==> config.mk <==
export PLATFORM = sky130hd
export DESIGN_NAME = tile_collision_responder
export DESIGN_NICKNAME = d
export VERILOG_FILES = /design/src/rtl/tile_collision_responder.sv
export SDC_FILE = /design/constraint.sdc
export NUM_CORES = 1
export LEC_CHECK = 0
export BUFFER_PORTS_ARGS = -buffer_cell sky130_fd_sc_hd__buf_2
export CORE_UTILIZATION = 35
export DETAILED_ROUTE_END_ITERATION = 8
export PLACE_DENSITY = 0.59
export SLEW_MARGIN = 5
export SYNTH_ARGS = -nofsm -noshare
export SYNTH_HDL_FRONTEND = slang
export SYNTH_SLANG_ARGS = --single-unit
==> constraint.sdc <==
create_clock -name clk -period 1.9 [get_ports clk]
set_input_delay 0.095 -clock clk [delete_from_list [all_inputs] [get_ports clk]]
set_output_delay 0.095 -clock clk [all_outputs]
set_load 0.01 [all_outputs]
==> src/rtl/tile_collision_responder.sv <==
// tile_collision_responder: services collision-FSM tile lookups and pill-eat write-backs on tile RAM
//
// Optional feature macro: POWER_PILL_EN
//   defined     -> POWER_CODE reports is_power=1, is_pill=0
//   not defined -> is_power tied 0, POWER_CODE reports is_pill=1
//
// Ports:
//   clk, rst               clock, asynchronous active-high reset
//   req, req_addr          lookup strobe and absolute CPU tile address (sampled when busy=0)
//   eat                    consume the last pill looked up (sampled when busy=0)
//   cpu_paused             tile RAM is free for this block
//   busy                   FSM not idle
//   rsp_valid, rsp_tile    one-cycle response pulse and tile code (0 on address error)
//   is_wall/is_pill/is_power, addr_err   classification, held until the next response
//   ram_addr, ram_rd_en, ram_we, ram_wdata, ram_rdata   synchronous tile RAM port
//   pill_count             pills eaten since reset, saturating at 255
module tile_collision_responder #(
    parameter logic [7:0]  WALL_LO    = 8'hC0,
    parameter logic [7:0]  PILL_CODE  = 8'h10,
    parameter logic [7:0]  POWER_CODE = 8'h14,
    parameter logic [7:0]  BLANK_CODE = 8'h40,
    parameter logic [15:0] TILE_BASE  = 16'h4000
) (
    input  logic        clk,
    input  logic        rst,
    input  logic        req,
    input  logic [15:0] req_addr,
    input  logic        eat,
    input  logic        cpu_paused,
    output logic        busy,
    output logic        rsp_valid,
    output logic [7:0]  rsp_tile,
    output logic        is_wall,
    output logic        is_pill,
    output logic        is_power,
    output logic        addr_err,
    output logic [9:0]  ram_addr,
    output logic        ram_rd_en,
    output logic        ram_we,
    output logic [7:0]  ram_wdata,
    input  logic [7:0]  ram_rdata,
    output logic [7:0]  pill_count
);
    typedef enum logic [2:0] {IDLE, GRANT_WAIT, READ, RESP, EAT_WR} state_t;
    state_t     r_state;
    logic [9:0] r_addr;
    logic [9:0] r_pill_addr;
    logic       r_pill_valid;
    logic       r_eat_pend;
    logic       w_in_win;
    logic       w_is_pill;
    logic       w_is_power;
    assign w_in_win = req_addr[15:10] == TILE_BASE[15:10];
`ifdef POWER_PILL_EN
    assign w_is_pill  = ram_rdata == PILL_CODE;
    assign w_is_power = ram_rdata == POWER_CODE;
`else
    assign w_is_pill  = ram_rdata == PILL_CODE || ram_rdata == POWER_CODE;
    assign w_is_power = 1'b0;
`endif
    // RAM strobes decode straight from the state register so an async reset drops them at once
    assign busy      = r_state != IDLE;
    assign ram_rd_en = r_state == READ;
    assign ram_we    = r_state == EAT_WR;
    assign ram_addr  = ram_we ? r_pill_addr : r_addr;
    assign ram_wdata = ram_we ? BLANK_CODE : 8'h00;
    always_ff @(posedge clk or posedge rst) begin
        if (rst) begin
            r_state      <= IDLE;
            r_addr       <= '0;
            r_pill_addr  <= '0;
            r_pill_valid <= 1'b0;
            r_eat_pend   <= 1'b0;
            rsp_valid    <= 1'b0;
            rsp_tile     <= '0;
            is_wall      <= 1'b0;
            is_pill      <= 1'b0;
            is_power     <= 1'b0;
            addr_err     <= 1'b0;
            pill_count   <= '0;
        end else begin
            rsp_valid <= 1'b0;
            case (r_state)
                IDLE: begin
                    // an eat with no remembered pill is dropped and does not block a lookup
                    if (eat && r_pill_valid) begin
                        r_eat_pend <= 1'b1;
                        r_state    <= cpu_paused ? EAT_WR : GRANT_WAIT;
                    end else if (req) begin
                        r_addr <= req_addr[9:0];
                        if (!w_in_win) begin
                            rsp_valid <= 1'b1;
                            addr_err  <= 1'b1;
                            rsp_tile  <= '0;
                            is_wall   <= 1'b0;
                            is_pill   <= 1'b0;
                            is_power  <= 1'b0;
                        end else begin
                            r_eat_pend <= 1'b0;
                            r_state    <= cpu_paused ? READ : GRANT_WAIT;
                        end
                    end
                end
                GRANT_WAIT: if (cpu_paused) r_state <= r_eat_pend ? EAT_WR : READ;
                READ: r_state <= RESP;
                RESP: begin
                    rsp_valid    <= 1'b1;
                    rsp_tile     <= ram_rdata;
                    addr_err     <= 1'b0;
                    is_wall      <= ram_rdata >= WALL_LO;
                    is_pill      <= w_is_pill;
                    is_power     <= w_is_power;
                    r_pill_valid <= w_is_pill | w_is_power;
                    r_pill_addr  <= r_addr;
                    r_state      <= IDLE;
                end
                EAT_WR: begin
                    pill_count   <= pill_count == 8'hFF ? pill_count : pill_count + 8'd1;
                    r_pill_valid <= 1'b0;
                    r_state      <= IDLE;
                end
                default: r_state <= IDLE;
            endcase
        end
    end
endmodule

==> out/results.txt, run 1 <==
status -> finished clean
final hold vios -> 0
startpoint types -> flip-flop
wire length on met3 -> 173 um
commonest non-fill, non-tap cell in the layout -> buf_2
Mean Syn Cell Area -> 10.6 um^2
DRT Wirelength -> 4590 um
Std-Cell Rows -> 28
Peak VDD IR -> 0.688 mV
Slowest-stage cell, CP -> dfrtp_2
Worst path top cell family by delay -> flip-flops
clock skew -> 0.0106 ns
final period utilization -> 0.951
DRC -> 0
Root Buffer -> clkbuf_8
Worst-Margin Slew -> 0.782 ns
largest net degree at the start of global routing -> 38
power density over cell area -> 1280 nW/um^2
CTS tree -> built
placed instance area -> 2560 um^2
WL met2 -> 2230 um
global route overflow -> 0
core area -> 5960 um^2
final setup TNS -> 0 ns
initial antenna violation count -> 0
insertion delay to the later sink of the worst-skew pair -> 0.30 ns
Via density -> 4.79
Netlist cell types -> 42
I/O pins -> 71
Placer Congestion -> 0.816
critical path arrival -> 1.71 ns
post-route ant nets -> 0
Clock Path Buffers -> 2
Setup crit end kind -> output pin
R2R depth -> 5
clk sinks -> 45
Yosys warning total -> 0
vias in the first global route -> 1,578
CP required -> 1.80 ns
Tot GR Track Use -> 0.152
DR WL/cell -> 13.2 um
worst reg2reg path startpoint -> r_state[0]
Top Metal Used -> met4
Seq/Total Area, Yosys -> 0.519
fin nets -> 303
Worst R2R Setup Slack -> 0.28 ns
hold path depth -> 2
number of synthesized register bits -> 45
Max Clk Rate -> 553 MHz
# port buffers -> 62
Non-Filler Cell Area, Final -> 2680 um^2
via count -> 1,673
R2R Path End -> rsp_tile[7]
Max H-tree Level -> 2
Tmin final -> 1.81 ns
synthesized cell area -> 2170 um^2
Die W -> 80.8 um
Slew headroom -> 0.478
CTS buffer count -> 5
DP Wirelength -> 3200 um
share of layout cells above drive strength 1 -> 0.405
WP buf/inv -> 2
RSZ-0062 raised after global routing -> no
die height -> 80.8 um
most frequent cells in the layout -> buf_2 (62), nand2_1 (53), dfrtp_1 (42)
crit-path max cell delay -> 0.50 ns
Synth Instances -> 204
Tightest Hold Check Type -> in2reg
worst hold endpoint -> r_addr[7]
clk slew on worst S/H paths -> 0.10 ns
DRT Pass-1 Iters -> 4
leakage -> 1.33 nW
Initial Util -> 0.364
CP Max Fanout -> 11
Worst Setup Path Type -> reg2out
initial DRC count -> 109
critical path cell sequence -> nor3b_4, buf_6, mux2_2, buf_2
Setup-failing EPs final -> 0
die area -> 6520 um^2
Hold Path Origin -> req_addr[7]
Max-Cap Viols -> 0
Slew Limit Fails -> 0
first-pass GRT wire length -> 7500 um
n_diodes -> 0
area delta synth->final -> 23.6%
WL met1 -> 2130 um
-- kinds of logic (layout without fill, tap and decap cells) --
logic type | count (synthesis) | after routing | synth area share
AOI/OAI and AO/OA | 26 | 26 | 0.0824
xor gates and xnor gates | 2 | 2 | 0.00807
adders and majority gates | 1 | 1 | 0.00576
buffers and inverters | 20 | 83 | 0.0565
DFF | 45 | 45 | 0.519
muxes | 23 | 23 | 0.119
other | 1 | 8 | 0.00173
and+or+nand+nor | 86 | 86 | 0.207
-- sequential cells by signal, indices dropped and copies added (netlist names), 3 cells and up --
signal / cells
r_addr: 10
r_pill_addr: 10
pill_count: 8
rsp_tile: 8
r_state: 3
-- synthesized netlist by cell type --
master     instances  area, um^2
conb_1             1        3.75
and4b_1            1        10.0
nor2_1             1        3.75
ha_1               1        12.5
nand3b_1           1        7.51
nor2b_1            4        25.0
and3_1             4        25.0
a41oi_1            1        8.76
inv_1              2        7.51
nand4_1            4        25.0
o211ai_1           1        7.51
a22o_1             1        8.76
buf_2              2        10.0
nor3b_2            1        12.5
and3b_1            2        17.5
nand2_1           53         199
and4_1             1        8.76
o21a_1             1        7.51
and2_1             2        12.5
nor3_1             1        5.00
nor4_1             1        6.26
a2111oi_4          1        27.5
o21ai_0            4        20.0
nor4_4             1        21.3
a311oi_1           2        17.5
a2111oi_0          1        8.76
a21oi_1            3        15.0
xnor2_1            2        17.5
nand3_1            3        15.0
inv_2              1        3.75
clkbuf_1           4        15.0
dfrtp_1           45        1130
nor3b_1            1        7.51
nor4bb_1           1        10.0
a31oi_1            2        12.5
mux2_2            23         259
buf_4             10        75.1
o21ai_1            9        45.0
nor3_4             1        16.3
buf_6              1        11.3
nand3_2            1        10.0
nand2b_1           2        12.5
-- final cells by class --
class                   count  area, um^2
flip-flops and latches     45        1130
clock inverters             2        17.5
multi-input cells         146         955
fillers                   611        3270
clock buffers               6        82.6
inverters                   3        11.3
well taps                  75        93.8
repair buffers             72         394
-- metal layers --
layer  vias to the layer above  GRT usage
met5                         -          0
met3                         5     0.0270
met4                         0     0.0643
met1                       794      0.203
li1                        830          -
met2                        44      0.244
-- worst max-delay path by stage --
| stage | startpoint | to | slack, ns | cells after the start |
|---|---|---|---|---|
| floorplan | pill_count[0] | pill_count[1] | 0.36 | 4 |
| global placement | r_state[0] | rsp_tile[7] | 0.30 | 5 |
| detailed placement | r_state[0] | rsp_tile[7] | 0.26 | 5 |
| CTS | r_state[1] | ram_addr[3] | 0.02 | 4 |
| global route | r_state[0] | ram_addr[3] | 0.01 | 4 |
| finish | r_state[0] | ram_addr[3] | 0.09 | 4 |
-- per-stage QoR --
step / setup WS, ns / power, mW / hold slack, ns / util / cells
after floorplan: 0.355 / 2.35 / 0.212 / - / 211
after global placement: 0.300 / 2.78 / 0.285 / 0.429 / 339
after detailed placement: 0.257 / 2.81 / 0.293 / 0.429 / 339
after CTS: 0.0184 / 3.48 / 0.00497 / 0.450 / 349
after global routing: 0.0136 / 3.69 / 0.00414 / 0.451 / 349
final: 0.0924 / 3.43 / 0.0130 / 0.451 / 349
-- report_power, final --
part           internal [mW]  switching (mW)
logic                  0.634           0.612
clock network          0.302           0.354
registers               1.28           0.251
total                   2.22            1.22
-- repair_timing --
action / in CTS / in global routing
hold buffers: 2 / 0
gates cloned: 0 / 0
endpoints found under the hold margin: 36 / 0
endpoints found under the setup margin: 5 / 10
gates resized for setup: 1 / 3
setup buffers: 0 / 0
pin swaps: 0 / 0
-- worst reg2reg max path: stages, from the launching register on --
cell,delay [ns]
dfrtp_2,0.50
nor3_4,0.30
inv_2,0.09
a2111oi_4,0.27
buf_4,0.24
o21ai_0,0.10
(Power assumes the default switching activity.)
==> inputs of run 2 (changes only) <==
==> constraint.sdc (replaced) <==
create_clock -name clk -period 2 [get_ports clk]
set_input_delay 0.1 -clock clk [delete_from_list [all_inputs] [get_ports clk]]
set_output_delay 0.1 -clock clk [all_outputs]
set_load 0.01 [all_outputs]
==> run 2 against run 1 <==
Register-to-register slack improved by 0.06 ns. Power fell by 7.3%. Largest power group unchanged. First-iteration DRC count fell by 42%. Cell count fell by 0.57%. Worst hold slack improved by 0.016 ns. Clock-buffer cell count did not move. Sequential power fell by 5%.
==> out/results.txt, run 2 (synthesis results as in run 1) <==
CTS Hold Bufs -> 1 (-1)
Setup-failing EPs final -> 0 (unchanged)
share of layout cells above drive strength 1 -> 0.393 (-0.0117)
area delta synth->final -> 22.4%
fin nets -> 302 (-0.33%)
most frequent cells in the layout -> buf_2 (62), nand2_1 (53), dfrtp_1 (45)
critical path arrival -> 1.79 ns (+0.08 ns)
Hold Path Origin -> ram_rdata[2]
clk slew on worst S/H paths -> 0.08 ns (-0.02 ns)
final worst setup slack -> 0.113 ns (+0.0210 ns)
Tmin final -> 1.89 ns
vias in the first global route -> 1,673 (+6.0%)
initial DRC count -> 63 (-42%)
insertion delay to the later sink of the worst-skew pair -> 0.29 ns (about the same)
Max Clk Rate -> 530 MHz
initial antenna violation count -> 0 (unchanged)
Setup crit end kind -> output pin
CTS tree -> built
Max-Cap Viols -> 0 (unchanged)
worst hold endpoint -> rsp_tile[2]
clock skew -> 0.00525 ns (-0.00530 ns)
placed cells -> 339 (unchanged)
global route overflow -> 0 (unchanged)
post-route ant nets -> 0 (unchanged)
Clock Path Buffers -> 2 (unchanged)
via count -> 1,653 (-1.2%)
DP Wirelength -> 3240 um (+1.3%)
power density over cell area -> 1200 nW/um^2 (-6.3%)
worst reg2reg path startpoint -> r_state[0]
Die W -> 80.8 um (unchanged)
DRC -> 0 (unchanged)
Post-Place Worst Slack -> 0.328 ns (+0.0709 ns)
DRT Pass-1 Iters -> 4 (unchanged)
first-pass GRT wire length -> 7560 um (+0.83%)
final total power -> 3.18 mW (-7.3%)
status -> finished clean
die height -> 80.8 um (unchanged)
core area -> 5960 um^2 (unchanged)
R2R depth -> 3 (-2)
commonest non-fill, non-tap cell in the layout -> buf_2
Via density -> 4.76 (-0.63%)
CP Max Fanout -> 11 (unchanged)
largest net degree at the start of global routing -> 24 (-37%)
post-CTS sizing -> 0 (-1)
Non-Filler Cell Area, Final -> 2660 um^2 (-1.0%)
Placer Congestion -> 0.776 (-4.8%)
hold_ws -> 0.0287 ns (+0.0156 ns)
Worst Setup Path Type -> reg2out
Std-Cell Rows -> 28 (unchanged)
startpoint types -> flip-flop
placed instance area -> 2560 um^2 (unchanged)
die area -> 6520 um^2 (unchanged)
Tightest Hold Check Type -> in2reg
leakage -> 1.32 nW (-0.65%)
hold path depth -> 3 (+1)
Peak VDD IR -> 0.642 mV (-6.7%)
clk sinks -> 45 (unchanged)
DR WL/cell -> 12.8 um (-3.0%)
final hold vios -> 0 (unchanged)
setup bufs post-CTS -> 0 (unchanged)
CTS buffer count -> 5 (unchanged)
Initial Util -> 0.364 (unchanged)
Slew Limit Fails -> 0 (unchanged)
CP required -> 1.90 ns (+0.10 ns)
top flop regs -> r_addr: 10 flops, r_pill_addr: 10 flops
I/O pins -> 71 (unchanged)
DRT Wirelength -> 4430 um (-3.6%)
Final Util -> 0.446 (-0.00462)
Final Non-Filler Cells -> 347 (-0.57%)
R2R Path End -> r_addr[3]
Max H-tree Level -> 2 (unchanged)
RSZ-0062 raised after global routing -> no
# fillers -> 593 (-2.9%)
# port buffers -> 62 (unchanged)
n_diodes -> 0 (unchanged)
Worst R2R Setup Slack -> 0.34 ns (+0.06 ns)
final period utilization -> 0.943
Tot GR Track Use -> 0.152 (-0.000409)
final setup TNS -> 0 ns (unchanged)
Root Buffer -> clkbuf_8
[run 2: power breakdown]
group	internal (mW)	switching, mW	total (mW)
clock network	0.273	0.284	0.557
logic	0.592	0.585	1.18
registers	1.21	0.235	1.45
total	2.08	1.10	3.18
[run 2: worst max-delay path by stage]
stage | start | end | slack [ns]
global placement | r_state[0] | r_addr[0] | 0.36
detailed placement | r_state[0] | r_addr[1] | 0.33
floorplan | pill_count[0] | pill_count[1] | 0.46
CTS | r_state[0] | ram_addr[9] | 0.09
finish | r_state[0] | ram_addr[9] | 0.11
global route | r_state[0] | ram_addr[9] | 0.01
[run 2: metal layers]
metal,part of all wire,global-route usage,vias up
li1,-,-,826
met1,0.46,0.189,779
met2,0.49,0.264,46
met3,0.044,0.0315,2
met4,0.0077,0.0482,0
met5,0,0,-
[run 2: layout make-up]
cell class / instances / area, um^2 / area share
clock buffers: 6 / 82.6 / 0.0311
clock inverters: 1 / 7.51 / 0.00283
inverters: 3 / 11.3 / 0.00424
multi-input cells: 146 / 955 / 0.359
flip-flops and latches: 45 / 1130 / 0.424
well taps: 75 / 93.8 / 0.0353
repair buffers: 71 / 380 / 0.143
[run 2: critical path, cell delays in order (launching register included)]
cell and delay [ns]:
dfrtp_1 0.51, nor3b_4 0.26, buf_4 0.24, mux2_2 0.36, buf_2 0.14
